--- config.mk ---
export PLATFORM = sky130hd
export DESIGN_NAME = hdmi_line_fetch_ctrl_flat
export DESIGN_NICKNAME = d
export VERILOG_FILES = /design/src/rtl/hdmi_pkg.sv /design/src/rtl/hdmi_line_fetch_ctrl_if.sv /design/src/rtl/hdmi_buf_select.sv /design/src/rtl/hdmi_line_fetch_ctrl.sv /design/src/flat_wrapper.sv
export SDC_FILE = /design/constraint.sdc
export NUM_CORES = 1
export LEC_CHECK = 0
export ABC_AREA = 1
export CAP_MARGIN = 15
export CORE_MARGIN = 10
export CORE_UTILIZATION = 35
export DETAILED_ROUTE_END_ITERATION = 6
export GPL_ROUTABILITY_DRIVEN = 0
export PLACE_DENSITY_LB_ADDON = 0.2
export SETUP_SLACK_MARGIN = 0.4
export SLEW_MARGIN = 20
export SYNTH_ARGS = -nofsm -noshare
export SYNTH_HDL_FRONTEND = slang
export SYNTH_HIERARCHICAL = 1
export SYNTH_SLANG_ARGS = --single-unit
--- constraint.sdc ---
create_clock -name clk -period 2.6 [get_ports clk]
set_clock_uncertainty 0.1 [all_clocks]
set_input_delay 0.39 -clock clk [delete_from_list [all_inputs] [get_ports clk]]
set_output_delay 0.39 -clock clk [all_outputs]
set_load 0.02 [all_outputs]
--- src/rtl/hdmi_pkg.sv ---
// Shared 720p video constants, frame-buffer fetch geometry and the line-fetch FSM state type.
package hdmi_pkg;

    // 1280x720p60 timing, in pixels/lines
    localparam int H_ACTIVE = 1280;
    localparam int H_FRONT  = 110;
    localparam int H_SYNC   = 40;
    localparam int H_BACK   = 220;
    localparam int V_ACTIVE = 720;
    localparam int V_FRONT  = 5;
    localparam int V_SYNC   = 5;
    localparam int V_BACK   = 20;

    localparam int H_WORDS        = H_ACTIVE;
    localparam int V_LINES        = V_ACTIVE;
    localparam int BURST_LEN      = 64;
    localparam int BYTES_PER_WORD = 4;
    localparam int FIFO_DEPTH     = 2048;
    localparam int BURSTCOUNT_W   = 7;
    localparam int FIFO_USED_W    = 12;

    typedef enum logic [1:0] {
        IDLE,
        CHECK,
        ISSUE
    } fetch_state_e;

endpackage

--- src/rtl/hdmi_line_fetch_ctrl_if.sv ---
// Avalon-MM burst read channel between the line fetcher and the memory interconnect.
interface hdmi_line_fetch_ctrl_if
    import hdmi_pkg::*;
#(
    parameter int ADDR_WIDTH = 32
);
    logic [ADDR_WIDTH-1:0]   avm_address_o;
    logic                    avm_read_o;
    logic [BURSTCOUNT_W-1:0] avm_burstcount_o;
    logic                    avm_waitrequest_i;
    logic                    avm_readdatavalid_i;

    modport master (
        output avm_address_o, avm_read_o, avm_burstcount_o,
        input  avm_waitrequest_i, avm_readdatavalid_i
    );

    modport slave (
        input  avm_address_o, avm_read_o, avm_burstcount_o,
        output avm_waitrequest_i, avm_readdatavalid_i
    );
endinterface

--- src/rtl/hdmi_buf_select.sv ---
// Double-buffer selection: remembers the newest completed frame and flips scan-out only at frame start.
module hdmi_buf_select (
    input  logic clk,
    input  logic reset,
    input  logic frame_start_i,
    input  logic wr_done_i,
    input  logic wr_idx_i,
    output logic sel_idx_o,
    output logic rd_idx_o
);
    logic latest_q, latest_d;
    logic flag_q, flag_d;
    logic rd_idx_q, rd_idx_d;

    always_comb begin
        latest_d = latest_q;
        flag_d   = flag_q;
        rd_idx_d = rd_idx_q;
        if (wr_done_i) begin
            latest_d = wr_idx_i;
            flag_d   = 1'b1;
        end
        if (frame_start_i) begin
            // a completion landing on the frame-start cycle is taken immediately
            if (wr_done_i)   rd_idx_d = wr_idx_i;
            else if (flag_q) rd_idx_d = latest_q;
            flag_d = 1'b0;
        end
    end

    always_ff @(posedge clk) begin
        if (reset) begin
            latest_q <= 1'b0;
            flag_q   <= 1'b0;
            rd_idx_q <= 1'b0;
        end else begin
            latest_q <= latest_d;
            flag_q   <= flag_d;
            rd_idx_q <= rd_idx_d;
        end
    end

    assign sel_idx_o = rd_idx_d;
    assign rd_idx_o  = rd_idx_q;
endmodule

--- src/rtl/hdmi_line_fetch_ctrl.sv ---
// Line-at-a-time frame-buffer prefetcher: credit-checked Avalon bursts into the HDMI pixel FIFO.
module hdmi_line_fetch_ctrl #(
    parameter int ADDR_WIDTH = 32,
    parameter int H_WORDS    = hdmi_pkg::H_WORDS,
    parameter int V_LINES    = hdmi_pkg::V_LINES,
    parameter int BURST_LEN  = hdmi_pkg::BURST_LEN,
    parameter int FIFO_DEPTH = hdmi_pkg::FIFO_DEPTH
) (
    input  logic                   clk,
    input  logic                   reset,
    input  logic                   frame_start_i,
    input  logic                   line_req_i,
    input  logic [ADDR_WIDTH-1:0]  buf0_base_i,
    input  logic [ADDR_WIDTH-1:0]  buf1_base_i,
    input  logic                   wr_done_i,
    input  logic                   wr_idx_i,
    input  logic [11:0]            fifo_used_i,
    hdmi_line_fetch_ctrl_if.master avm,
    output logic                   rd_idx_o,
    output logic                   busy_o,
    output logic                   line_miss_o
);
    import hdmi_pkg::*;

    localparam int BURSTS   = H_WORDS / BURST_LEN;
    localparam int BCNT_W   = $clog2(BURSTS + 1);
    localparam int LCNT_W   = $clog2(V_LINES + 1);
    localparam int OUT_W    = 12;
    localparam int CREDIT_W = 14;
    localparam logic [ADDR_WIDTH-1:0] BURST_STEP = ADDR_WIDTH'(BURST_LEN * BYTES_PER_WORD);
    localparam logic [BCNT_W-1:0]     LAST_BURST = BCNT_W'(BURSTS - 1);
    localparam logic [LCNT_W-1:0]     LINE_LIMIT = LCNT_W'(V_LINES);

    fetch_state_e            state_q, state_d;
    logic                    pending_q, pending_d;
    logic                    busy_q, busy_d;
    logic                    miss_q, miss_d;
    logic                    restart_q, restart_d;
    logic [LCNT_W-1:0]       line_cnt_q, line_cnt_d;
    logic [BCNT_W-1:0]       burst_cnt_q, burst_cnt_d;
    logic [OUT_W-1:0]        outstanding_q, outstanding_d;
    logic [ADDR_WIDTH-1:0]   addr_q, addr_d;
    logic [ADDR_WIDTH-1:0]   base_q, base_d;

    logic                    sel_idx;
    logic [ADDR_WIDTH-1:0]   sel_base;
    logic                    accept;
    logic [CREDIT_W-1:0]     credit;

    hdmi_buf_select u_buf_select (
        .clk           (clk),
        .reset         (reset),
        .frame_start_i (frame_start_i),
        .wr_done_i     (wr_done_i),
        .wr_idx_i      (wr_idx_i),
        .sel_idx_o     (sel_idx),
        .rd_idx_o      (rd_idx_o)
    );

    assign sel_base = sel_idx ? buf1_base_i : buf0_base_i;
    assign accept   = (state_q == ISSUE) && !avm.avm_waitrequest_i;
    assign credit   = CREDIT_W'(fifo_used_i) + CREDIT_W'(outstanding_q) + CREDIT_W'(BURST_LEN);

    always_comb begin
        state_d       = state_q;
        pending_d     = pending_q;
        busy_d        = busy_q;
        miss_d        = miss_q;
        restart_d     = restart_q;
        line_cnt_d    = line_cnt_q;
        burst_cnt_d   = burst_cnt_q;
        addr_d        = addr_q;
        base_d        = base_q;
        outstanding_d = outstanding_q + (accept ? OUT_W'(BURST_LEN) : '0)
                        - OUT_W'(avm.avm_readdatavalid_i);

        case (state_q)
            IDLE: begin
                if (pending_q) begin
                    pending_d = 1'b0;
                    busy_d    = 1'b1;
                    state_d   = CHECK;
                end
            end
            CHECK: begin
                if (credit <= CREDIT_W'(FIFO_DEPTH)) state_d = ISSUE;
            end
            ISSUE: begin
                if (accept) begin
                    if (restart_q) begin
                        // burst was held across a frame start; resume from the new frame base
                        addr_d    = base_q;
                        restart_d = 1'b0;
                        busy_d    = 1'b0;
                        state_d   = IDLE;
                    end else begin
                        addr_d = addr_q + BURST_STEP;
                        if (burst_cnt_q == LAST_BURST) begin
                            line_cnt_d  = line_cnt_q + 1'b1;
                            burst_cnt_d = '0;
                            busy_d      = 1'b0;
                            state_d     = IDLE;
                        end else begin
                            burst_cnt_d = burst_cnt_q + 1'b1;
                            state_d     = CHECK;
                        end
                    end
                end
            end
            default: state_d = IDLE;
        endcase

        if (line_req_i && (line_cnt_q < LINE_LIMIT)) begin
            if (pending_q || busy_q) miss_d = 1'b1;
            pending_d = 1'b1;
        end

        if (frame_start_i) begin
            pending_d   = 1'b1;
            line_cnt_d  = '0;
            burst_cnt_d = '0;
            base_d      = sel_base;
            if ((state_q == ISSUE) && !accept) begin
                restart_d = 1'b1;
            end else begin
                addr_d    = sel_base;
                restart_d = 1'b0;
                busy_d    = 1'b0;
                state_d   = IDLE;
            end
        end
    end

    always_ff @(posedge clk) begin
        if (reset) begin
            state_q       <= IDLE;
            pending_q     <= 1'b0;
            busy_q        <= 1'b0;
            miss_q        <= 1'b0;
            restart_q     <= 1'b0;
            line_cnt_q    <= '0;
            burst_cnt_q   <= '0;
            outstanding_q <= '0;
            addr_q        <= '0;
            base_q        <= '0;
        end else begin
            state_q       <= state_d;
            pending_q     <= pending_d;
            busy_q        <= busy_d;
            miss_q        <= miss_d;
            restart_q     <= restart_d;
            line_cnt_q    <= line_cnt_d;
            burst_cnt_q   <= burst_cnt_d;
            outstanding_q <= outstanding_d;
            addr_q        <= addr_d;
            base_q        <= base_d;
        end
    end

    assign avm.avm_read_o       = (state_q == ISSUE);
    assign avm.avm_address_o    = addr_q;
    assign avm.avm_burstcount_o = BURSTCOUNT_W'(BURST_LEN);
    assign busy_o               = busy_q;
    assign line_miss_o          = miss_q;
endmodule

--- src/flat_wrapper.sv ---
// flat-port wrapper written by rule: the top's interface ports become plain ports
module hdmi_line_fetch_ctrl_flat import hdmi_pkg::*;
#(
    parameter int ADDR_WIDTH = 32,
    parameter int H_WORDS    = hdmi_pkg::H_WORDS,
    parameter int V_LINES    = hdmi_pkg::V_LINES,
    parameter int BURST_LEN  = hdmi_pkg::BURST_LEN,
    parameter int FIFO_DEPTH = hdmi_pkg::FIFO_DEPTH
)
  (clk, reset, frame_start_i, line_req_i, buf0_base_i, buf1_base_i, wr_done_i, wr_idx_i, fifo_used_i, rd_idx_o, busy_o, line_miss_o, avm_avm_address_o, avm_avm_read_o, avm_avm_burstcount_o, avm_avm_waitrequest_i, avm_avm_readdatavalid_i);
  hdmi_line_fetch_ctrl_if #(.ADDR_WIDTH(ADDR_WIDTH)) avm_i ();
  input  logic clk;
  input  logic reset;
  input  logic frame_start_i;
  input  logic line_req_i;
  input  logic [ADDR_WIDTH-1:0] buf0_base_i;
  input  logic [ADDR_WIDTH-1:0] buf1_base_i;
  input  logic wr_done_i;
  input  logic wr_idx_i;
  input  logic [11:0] fifo_used_i;
  output logic rd_idx_o;
  output logic busy_o;
  output logic line_miss_o;
  output wire logic [$bits(avm_i.avm_address_o)-1:0] avm_avm_address_o;
  output wire logic [$bits(avm_i.avm_read_o)-1:0] avm_avm_read_o;
  output wire logic [$bits(avm_i.avm_burstcount_o)-1:0] avm_avm_burstcount_o;
  input wire logic [$bits(avm_i.avm_waitrequest_i)-1:0] avm_avm_waitrequest_i;
  input wire logic [$bits(avm_i.avm_readdatavalid_i)-1:0] avm_avm_readdatavalid_i;
  assign avm_avm_address_o = avm_i.avm_address_o;
  assign avm_avm_read_o = avm_i.avm_read_o;
  assign avm_avm_burstcount_o = avm_i.avm_burstcount_o;
  assign avm_i.avm_waitrequest_i = avm_avm_waitrequest_i;
  assign avm_i.avm_readdatavalid_i = avm_avm_readdatavalid_i;
  hdmi_line_fetch_ctrl #(.ADDR_WIDTH(ADDR_WIDTH), .H_WORDS(H_WORDS), .V_LINES(V_LINES), .BURST_LEN(BURST_LEN), .FIFO_DEPTH(FIFO_DEPTH)) u_core (.clk(clk), .reset(reset), .frame_start_i(frame_start_i), .line_req_i(line_req_i), .buf0_base_i(buf0_base_i), .buf1_base_i(buf1_base_i), .wr_done_i(wr_done_i), .wr_idx_i(wr_idx_i), .fifo_used_i(fifo_used_i), .avm(avm_i), .rd_idx_o(rd_idx_o), .busy_o(busy_o), .line_miss_o(line_miss_o));
endmodule
* After elaboration in Yosys (flattened, before gate mapping) *
Cells that the tools add are included.

word-level totals
  memory bits (writable) = 0
  register bits = 100
  memories = 0
  output and inout bits = 43
  bits of input ports = 84
  latch bits = 0
  bits in read-only memories = 0
  word-level logic and storage cells = 74

cells by class
  bitwise gates (word level) = 1
  divide/modulo/power cells = 0
  $add $sub $neg = 7
  reduce and logical (&&, ||, !) cells = 15
  $lt $le $gt $ge = 2
  shift operators = 0
  eq/ne operators = 3
  multiply operators = 0
  muxes and demuxes = 33

operators by type and width
  kind                                                              number
  two-way mux 32 bit                                                6
  adder 32 x 9 -> 32 bit, second input constant                     1
  two-way mux 1 bit                                                 17
  adder 14 x 7 -> 14 bit, second input constant                     1
  less-or-equal comparator 14 x 12 -> 1 bit, second input constant  1
  adder 12 x 12 -> 13 bit                                           1
  adder 12 bit                                                      1
  two-way mux 2 bit                                                 6
  subtractor 12 x 1 -> 12 bit                                       1
  adder 10 x 1 -> 10 bit, second input constant                     1
  less-than comparator 10 bit, second input constant                1
  two-way mux 7 bit                                                 1
  case mux 2 bit (3 select lines)                                   1
  adder 5 x 1 -> 5 bit, second input constant                       1
  == test 5 bit, second input constant                              1
  two-way mux 5 bit                                                 1
  AND reduction 2 bit                                               2
  AND reduction 4 bit                                               1
  nonzero test 2 bit                                                2
  logical AND 1 bit                                                 3
  AND reduction 3 bit                                               1
  nonzero test 3 bit                                                1
  == test 2 x 1 -> 1 bit, second input constant                     1
  == test 2 bit, second input constant                              1
  6 further kinds                                                   7

* Longest topological paths before layout *
Gate-level depths: netlist of the first run.

  depth after elaboration = 7
  gate-level depth with buffers = 18
  depth with buffers taken out = 18

* Modules after synthesis *
Netlist of the first run, hierarchy kept.

modules (own cells, without submodules)
  module                area each (um2)  instances  cells each  seq. area each (um2)
  hdmi_line_fetch_ctrl  5953.2           1          843         1941.9
  hdmi_buf_select       126.4            1          16          60.1

* Least setup slack after synthesis of the first run *
No wires, ideal clock.

  path type = reg-to-reg
  from = reg u_core.state_q[1]
  to = reg u_core.outstanding_q[9]
  library setup time = 122 ps
  path buffers = 2
  cell stages (with the launch flop) = 15
  data arrival time = 2351 ps
  slack = 27 ps
  data required time = 2378 ps
  clock period less this slack = 2573 ps
  cells stage by stage = dfxtp_1 -> inv_2 -> nor2_4 -> nand2_4 -> buf_2 -> buf_1 -> ha_1 -> inv_1 -> ha_1 -> nand2_1 -> o221ai_1 -> a21oi_1 -> o21ai_0 -> o21ai_0 -> a21oi_1

on the way
  word-level cells in the longest chain between the ends = 5

RTL lines
  item                         RTL line                     text
  from (decl)                  hdmi_line_fetch_ctrl.sv:34   fetch_state_e state_q, state_d;
  from (signal assigned)       hdmi_line_fetch_ctrl.sv:147  state_q <= state_d;
  == test 2 bit                --
  named net avm_avm_read_o     flat_wrapper.sv:25           output wire logic [$bits(avm_i.avm_read_o)-1:0] avm_avm_read_o;
  logical AND 1 bit            hdmi_line_fetch_ctrl.sv:61   assign accept = (state_q == ISSUE) && !avm.avm_waitrequest_i;
  two-way mux 7 bit            hdmi_line_fetch_ctrl.sv:74   outstanding_d = outstanding_q + (accept ? OUT_W'(BURST_LEN) : '0)
  adder 12 bit                 hdmi_line_fetch_ctrl.sv:74
  subtractor 12 x 1 -> 12 bit  hdmi_line_fetch_ctrl.sv:75   - OUT_W'(avm.avm_readdatavalid_i);
  to (signal assigned)         hdmi_line_fetch_ctrl.sv:154  outstanding_q <= outstanding_d;
  to (decl)                    hdmi_line_fetch_ctrl.sv:41   logic [OUT_W-1:0] outstanding_q, outstanding_d;

The timed path passes the listed nets, and every way through them passes these cells.
A chain may end at the register's enable or synchronous reset.

* Final worst setup path of the first run *
  from = in fifo_used_i[4]
  to = reg u_core.state_q[0]

on the way
  word-level cells in the longest chain between the ends = 7

RTL lines
  item                                           RTL line                     text
  from (decl)                                    flat_wrapper.sv:20           input logic [11:0] fifo_used_i;
  adder 12 x 12 -> 13 bit (*)                    hdmi_line_fetch_ctrl.sv:62   assign credit = CREDIT_W'(fifo_used_i) + CREDIT_W'(outstanding_q) + CREDIT_W'(BURST_LEN);
  adder 14 x 7 -> 14 bit (*)                     hdmi_line_fetch_ctrl.sv:62
  less-or-equal comparator 14 x 12 -> 1 bit (*)  hdmi_line_fetch_ctrl.sv:86   if (credit <= CREDIT_W'(FIFO_DEPTH)) state_d = ISSUE;
  two-way mux 2 bit (*)                          hdmi_line_fetch_ctrl.sv:86
  case mux 2 bit (3 select lines) (*)            hdmi_line_fetch_ctrl.sv:77   case (state_q)
  two-way mux 2 bit                              hdmi_line_fetch_ctrl.sv:123  if ((state_q == ISSUE) && !accept) begin
  two-way mux 2 bit (*)                          hdmi_line_fetch_ctrl.sv:118  if (frame_start_i) begin

Every way passes the cells marked *; elsewhere a longest branch is shown, timed or not.

==> results of run 1 <==
==> Yosys cell counts, types with 11 or more instances <==
library cell  number
nand2_1          194
clkbuf_1          22
nor2_1            85
a21oi_1           54
ha_1              38
nand4_1           14
a221oi_1          22
inv_1             95
nand3_1           33
dfxtp_1          100
mux2i_1           23
nor3_1            11
o21ai_0           74
o22ai_1           11
==> cell type report <==
cell class,count,area (sq um),area share
Tap cell,225,281.5,0.03403
Clock inverter,7,85.08,0.01028
Timing Repair Buffer,152,1500,0.1813
Inverter,98,370.4,0.04477
Multi-Input combinational cell,630,3802,0.4596
Sequential cell,100,2008,0.2427
Clock buffer,9,225.2,0.02722
==> sequential cells by signal, indices dropped and copies added (netlist names) <==
register / cells
u_core/line_miss_o: 1
u_core/avm.avm_address_o: 32
u_core/pending_q: 1
u_core/burst_cnt_q: 5
u_core/busy_o: 1
u_core/u_buf_select/rd_idx_o: 1
u_core/outstanding_q: 12
u_core/base_q: 32
u_core/state_q: 2
u_core/restart_q: 1
u_core/u_buf_select/latest_q: 1
u_core/line_cnt_q: 10
u_core/u_buf_select/flag_q: 1
==> power groups by stage <==
stage / logic, mW / registers (mW) / clock network [mW]
4_1_cts: 2.59 / 1.84 / 1.44
3_3_place_gp: 2.47 / 1.88 / 0
3_5_place_dp: 2.49 / 1.88 / 0
2_1_floorplan: 1.64 / 1.88 / 0
5_1_grt: 3.19 / 1.87 / 1.50
6_report: 2.81 / 1.85 / 1.40
==> how the worst max path moves through the flow <==
stage	from	end	slack (ps)	cells past startpoint
detailed placement	fifo_used_i[1]	u_core/state_q[0]$_SDFF_PP0_	-290	18
global placement	fifo_used_i[1]	u_core/state_q[0]$_SDFF_PP0_	-260	18
floorplan	u_core/state_q[1]$_SDFF_PP0_	u_core/outstanding_q[9]$_SDFF_PP0_	320	14
global route	u_core/outstanding_q[1]$_SDFF_PP0_	u_core/state_q[1]$_SDFF_PP0_	130	16
finish	fifo_used_i[4]	u_core/state_q[0]$_SDFF_PP0_	270	15
CTS	u_core/outstanding_q[1]$_SDFF_PP0_	u_core/state_q[0]$_SDFF_PP0_	280	17
==> per-layer routing <==
layer  vias to the layer above  track usage  share of wire
met5                         -            0              0
met1                      2779       0.2054           0.46
met4                         0      0.03289          0.010
met3                        12      0.04574          0.077
met2                       142       0.2513           0.45
li1                       3128            -              -
==> cells by family after synthesis <==
group,after synthesis
AOI/OAI and AO/OA,185
other,2
DFF,100
adders and majority gates,40
and+or+nand+nor,362
xor gates and xnor gates,13
buffers and inverters,134
muxes,23
==> worst reg2reg max path: stages, from the launching register on <==
cell and delay (ps):
dfxtp_4 360, ha_4 270, ha_4 130, inv_2 30, fa_1 480, nand2_1 50
nor2_1 90, nand2_1 60, inv_1 60, nand3_2 60, nor2_1 80, nand3_1 70
nor2_1 80, nand2_1 60, nand2_2 70, nand2_1 60, nand2_1 60, a21oi_1 50
==> metrics by stage <==
stage               power (mW)  std cells  cell area (sq um)
detailed placement       4.366       1201               7754
global placement         4.349       1201               7754
global route             6.552       1221               8273
floorplan                3.527        864               6178
finish                   6.051       1221               8273
CTS                      5.871       1218               8134
==> what timing repair did <==
item,4_1_cts,5_1_grt
endpoints found under the setup margin,3,19
setup buffers,1,3
gates resized for setup,15,29
pin swaps,11,11
cloned,0,0
==> reports/results.tsv, run 1 <==
metric	value	unit
LEAKAGE	3.441	nW
Netlist cell types	44	
most common cell after layout, fill and taps aside	nand2_1	
hold endpoint	u_core/base_q[5]$_SDFFE_PP0P_	
largest family of logic cells by synthesized area	simple AND/OR/NAND/NOR gates	
worst reg2reg endpoint	u_core/state_q[0]$_SDFF_PP0_	
Port-buffer cells	119	
DIE WIDTH	151.8	microns
Mapped Cells	859	
CP cell instances	clkdlybuf4s50_1, ha_1, ha_1, buf_4, nand3_1, nand2_1, nand3_2, nand2_1, a21oi_1, nand2_1, nand2_1, nand2_2, nand2_1, nand2_1, a21oi_1	
status	completed	
# rows	48	
f_max	428.4	MHz
DRT antenna net count	0	
largest net degree at the start of global routing	39	
Worst EP arrival	2520	ps
clk sink count	100	
slowest CP cell	clkdlybuf4s50_1	
TritonCTS clock tree	done	
Die H	151.8	microns
CTS buffer count	9	
NumNets Final	1115	
MaxCap Viol Count	0	
worst hold stages	2	
fin crit share	0.8979	
cts hold-fix bufs	0	
diode count	0	
router iterations before antenna repair	5	
NetSw	2.362	mW
part of the power in registers	0.305	
final max-slew violation count	0	
cell area after synthesis	6080	sq um
asr flop ratio synth	0	
Fin. Hold Viols	0	
Reg2Reg Depth	17	
number of H-tree levels	3	
Power per Cell Area	731.4	nW/um^2
most frequent cells in the layout	188 x nand2_1, 115 x clkdlybuf4s50_1, 97 x dfxtp_1, 90 x inv_1, 79 x nor2_1	
total negative setup slack	0	ps
Total GRT Usage	0.1571	
WL per Instance	14.82	microns
Clock power frac	0.231	
Mean Syn Cell Area	7.078	sq um
area fraction of the dominant cell type after synthesis	0.3293	
area delta synth->final	36.08	%
# fillers	1764	
part of the power in combinational logic	0.464	
Critical Path Most Common Cell	nand2_1	
post-synthesis xor/xnor area fraction	0.01873	
WP data required	2780	ps
share of cells above drive strength 1	0.1175	
RSZ-0062 raised after global routing	yes	
initial cell density of the core	0.3539	
P_int	3.689	mW
grt total ovfl	0	
initial antenna violation count	0	
top post-synthesis cells by area	dfxtp_1 33%, nand2_1 12%, ha_1 7.8%	
CP Launch Type	input port	
Net Sw Frac	0.3904	
fin crit period	2335	ps
drt first-iter violations	305	
Largest delay share family, worst path	simple AND/OR/NAND/NOR gates	
launching point of the worst reg2reg path	u_core/outstanding_q[1]$_SDFF_PP0_	
# DRC	0	
Clock transition at path regs	70	ps
HPWL after DPL	13500	microns
EDFF count, synth	0	
complex-gate fraction of the synthesized area	0.1786	
Yosys Warn Count	6	
reg2reg setup slack	280	ps
Root Driver	clkbuf_16	
Synth Flop Type	dfxtp_1	
Max clock buf depth	2	
final wirelength	18100	microns
simple-gate portion of the synthesized area	0.2608	
Avg Vias per Cell	4.964	
kind of critical path	input port to register	
io pins	127	
Yosys top cell by area	dfxtp_1	
Core Util, Final	0.4816	
DIE AREA	23040	sq um
HP Class	register to register	
core area	17180	sq um
worst hold slack	351.1	ps
via count	6061	
setup violators final	0	
CP Max Fanout	4	
Final WS setup	265.5	ps
crit path capture type	register	
first-pass GRT wire length	29390	microns
vias in the first global route	5900	
Setup WS pre-CTS	-292.6	ps
Synth Area in Adders	0.08479	
VDD IR max	367.1	uV
Seq/Total Area, Yosys	0.3293	
HP Start	u_core/base_q[5]$_SDFFE_PP0P_	
multiplexer share of the synthesized area	0.03787	
Seq cells post-synth	100	
CP bufs+invs	2	
worst skew pair latency	350	ps
Max stage delay on crit path	400	ps
(Power assumes the default switching activity.)
==> run 2: changes to the inputs <==
--- a/config.mk
+++ b/config.mk
@@ -13,6 +13,7 @@
 export GPL_ROUTABILITY_DRIVEN = 0
 export PLACE_DENSITY_LB_ADDON = 0.2
 export SETUP_SLACK_MARGIN = 0.4
+export SKIP_LAST_GASP = 1
 export SLEW_MARGIN = 20
 export SYNTH_ARGS = -nofsm -noshare
 export SYNTH_HDL_FRONTEND = slang
==> results of run 2 <==
The final DEF is identical to that of run 1; final timing and power are the same.
==> run 3: changes to the inputs <==
--- a/config.mk
+++ b/config.mk
@@ -5,13 +5,12 @@
 export SDC_FILE = /design/constraint.sdc
 export NUM_CORES = 1
 export LEC_CHECK = 0
-export ABC_AREA = 1
 export CAP_MARGIN = 15
 export CORE_MARGIN = 10
 export CORE_UTILIZATION = 35
 export DETAILED_ROUTE_END_ITERATION = 6
 export GPL_ROUTABILITY_DRIVEN = 0
-export PLACE_DENSITY_LB_ADDON = 0.2
+export PLACE_DENSITY = 0.65
 export SETUP_SLACK_MARGIN = 0.4
 export SKIP_LAST_GASP = 1
 export SLEW_MARGIN = 20
==> constraint.sdc (replaced) <==
create_clock -name clk -period 2.6 [get_ports clk]
set_clock_uncertainty 0.1 [all_clocks]
set_input_delay 0.39 -clock clk [delete_from_list [all_inputs] [get_ports clk]]
set_output_delay 0.39 -clock clk [all_outputs]
set_load 0.1 [all_outputs]
==> run 3 against run 2 <==
Net effect: the run now ends with negative setup slack left; utilization increased by 2.2 points; wire length fell by 7.2%; sequential cell count stayed put; sequential share of layout area grew 0.61 points; via count shrank 8.4%; die area down 3.0%.
==> reports/results.tsv, run 3 <==
metric	value	unit	change
status	finished with violations		
failing checks	negative setup slack		
Port-buffer cells	119		unchanged
largest net degree at the start of global routing	67		+72%
HP Start	frame_start_i		
Mean Syn Cell Area	8.506	sq um	+20%
final max-slew violation count	0		unchanged
number of H-tree levels	3		unchanged
placed insts	1043		-13%
VDD IR max	476.8	uV	+30%
diode count	0		unchanged
hold endpoint	u_core/pending_q$_SDFFE_PP0P_		
grt total ovfl	0		unchanged
WP data required	2750	ps	-30 ps
CP Launch Type	input port		
fin crit period	2936	ps	+601.8 ps
worst hold stages	3		+1
via count	5549		-8.4%
router iterations before antenna repair	5		unchanged
CTS buffer count	9		unchanged
Mapped Cells	690		-20%
initial antenna violation count	0		unchanged
Die H	149.5	microns	-1.5%
DIE WIDTH	149.5	microns	-1.5%
Fin. Hold Viols	0		unchanged
cts hold-fix bufs	0		unchanged
WL per Instance	15.55	microns	+4.9%
total negative setup slack	-618.3	ps	-618.3 ps
reg2reg setup slack	-310	ps	-590 ps
Reg2Reg Depth	11		-6
clk sink count	100		unchanged
fin cells	1080		-12%
fin crit share	1.129		+0.2315
most frequent cells in the layout	105 x buf_4, 98 x nor2_1, 76 x dfxtp_1, 75 x clkdlybuf4s50_1, 53 x a211oi_1		
drt first-iter violations	255		-16%
asr flop ratio synth	0		unchanged
HP Class	input port to register		
f_max	340.6	MHz	-20%
DIE AREA	22350	sq um	-3.0%
crit path capture type	register		
Seq cells post-synth	100		unchanged
EDFF count, synth	0		unchanged
Clock transition at path regs	70	ps	about the same
first-pass GRT wire length	26590	microns	-9.5%
setup violators final	2		+2
io pins	127		unchanged
MaxCap Viol Count	0		unchanged
NumNets Final	979		-12%
Worst EP arrival	3080	ps	+560 ps
synth cell count leaders	100 x dfxtp_1, 100 x nor2_1, 53 x a211oi_1		
RSZ-0062 raised after global routing	yes		
cell area after synthesis	5869	sq um	-3.5%
DRT antenna net count	0		unchanged
Final Power	6.272	mW	+3.7%
area fraction of the dominant cell type after synthesis	0.3411		+0.01179
Root Driver	clkbuf_16		
# DRC	0		unchanged
Max clock buf depth	2		unchanged
share of cells above drive strength 1	0.2523		+0.1349
Yosys top cell by area	dfxtp_1		
initial cell density of the core	0.3552		+0.001242
worst skew pair latency	350	ps	about the same
Power per Cell Area	753.2	nW/um^2	+3.0%
Synth Flop Type	dfxtp_1		
kind of critical path	input port to register		
worst reg2reg endpoint	u_core/state_q[0]$_SDFF_PP0_		
launching point of the worst reg2reg path	u_core/outstanding_q[2]$_SDFF_PP0_		
Total GRT Usage	0.1453		-0.01183
HPWL after DPL	11940	microns	-12%
area delta synth->final	41.87	%	
Final WS setup	-336.3	ps	-601.8 ps
top post-synthesis cells by area	dfxtp_1 34%, ha_1 8.1%, mux2i_1 7.7%		
Worst Tran Pin Value	687.4	ps	
core area	16520	sq um	-3.8%
Yosys Warn Count	6		unchanged
most common cell after layout, fill and taps aside	buf_4		
Seq/Total Area, Yosys	0.3411		+0.01179
vias in the first global route	5255		-11%
Netlist cell types	67		+52%
LEAKAGE	3.433	nW	-0.23%
relative slew slack	0.5418		
TritonCTS clock tree	done		
final wirelength	16790	microns	-7.2%
Avg Vias per Cell	5.138		+3.5%
CP Max Fanout	4		unchanged
# rows	47		-2.1%
[run 3: cell types whose count changed in the layout (fill, tap and decap cells not counted), moves of 20 or more]
cell	delta
a211oi_1	+48
buf_4	+77
clkdlybuf4s50_1	-40
dfxtp_1	-21
inv_1	-65
mux2i_1	+20
nand2_1	-158
o21ai_0	-51
[run 3: stage by stage]
| stage | hold WS [ps] | util | setup slack (ps) | area [sq um] |
|---|---|---|---|---|
| after floorplan | 344.4 | - | -201.8 | 6056 |
| after CTS | 338.5 | 0.4925 | -518.1 | 8139 |
| after global routing | 378.9 | 0.5039 | -508.1 | 8327 |
| after detailed placement | 369.0 | 0.4626 | -1010 | 7644 |
| after global placement | 358.5 | 0.4626 | -1002 | 7644 |
| final | 364.0 | 0.5039 | -336.3 | 8327 |
[run 3: cell families (layout without fill, tap and decap cells)]
logic type,Yosys count,after routing,synth area share
AO/OA/AOI/OAI,194,194,0.2255
buffers and inverters,76,241,0.05414
multiplexers,48,48,0.08250
AND/OR/NAND/NOR,211,211,0.1793
flip-flops,100,100,0.3411
other,2,7,0.001280
XOR/XNOR,19,19,0.02835
adder cells (fa/ha/maj),40,40,0.08783
[run 3: routing by layer]
| layer | share of wire | vias to the layer above | global-route usage |
|---|---|---|---|
| met2 | 0.48 | 105 | 0.2411 |
| met5 | 0 | - | 0 |
| met1 | 0.46 | 2578 | 0.1833 |
| li1 | - | 2856 | - |
| met3 | 0.051 | 10 | 0.03865 |
| met4 | 0.011 | 0 | 0.03435 |
[run 3: worst max-delay path by stage]
| stage | start | endpoint | slack, ps |
|---|---|---|---|
| 2_1_floorplan | fifo_used_i[1] | u_core/state_q[0]$_SDFF_PP0_ | -200 |
| 3_3_place_gp | fifo_used_i[1] | u_core/state_q[0]$_SDFF_PP0_ | -1000 |
| 3_5_place_dp | fifo_used_i[1] | u_core/state_q[0]$_SDFF_PP0_ | -1010 |
| 4_1_cts | u_core/outstanding_q[1]$_SDFF_PP0_ | u_core/state_q[0]$_SDFF_PP0_ | -520 |
| 5_1_grt | u_core/outstanding_q[1]$_SDFF_PP0_ | u_core/state_q[1]$_SDFF_PP0_ | -510 |
| 6_report | fifo_used_i[3] | u_core/state_q[0]$_SDFF_PP0_ | -340 |
[run 3: where the power goes]
group	total (mW)	switching (mW)	internal (mW)
logic	3.12	1.63	1.49
registers	1.84	0.135	1.70
clock network	1.31	0.648	0.665
[run 3: area by class of cell]
class	count	area (sq um)
fillers	1544	8198
multi-input cells	519	3860
flip-flops and latches	100	2072
well taps	220	275.3
clock buffers	9	225.2
clock inverters	7	57.56
inverters	31	116.4
repair buffers	194	1720
[run 3: timing repair]
action,4_1_cts,5_1_grt
gates cloned,1,0
setup endpoints to repair,28,42
endpoints found under the hold margin,0,0
setup buffers,12,8
pin swaps,27,26
resized for setup,32,28
[run 3: worst max-delay path, cell delays in order]
cell and delay, ps:
clkdlybuf4s50_1 410, ha_1 290, ha_1 340, and2b_2 220, buf_4 140, o2111ai_2 190, nand3_1 100, o211ai_1 160
o21ai_1 130, or3_1 310, and3_4 180, o31a_1 220
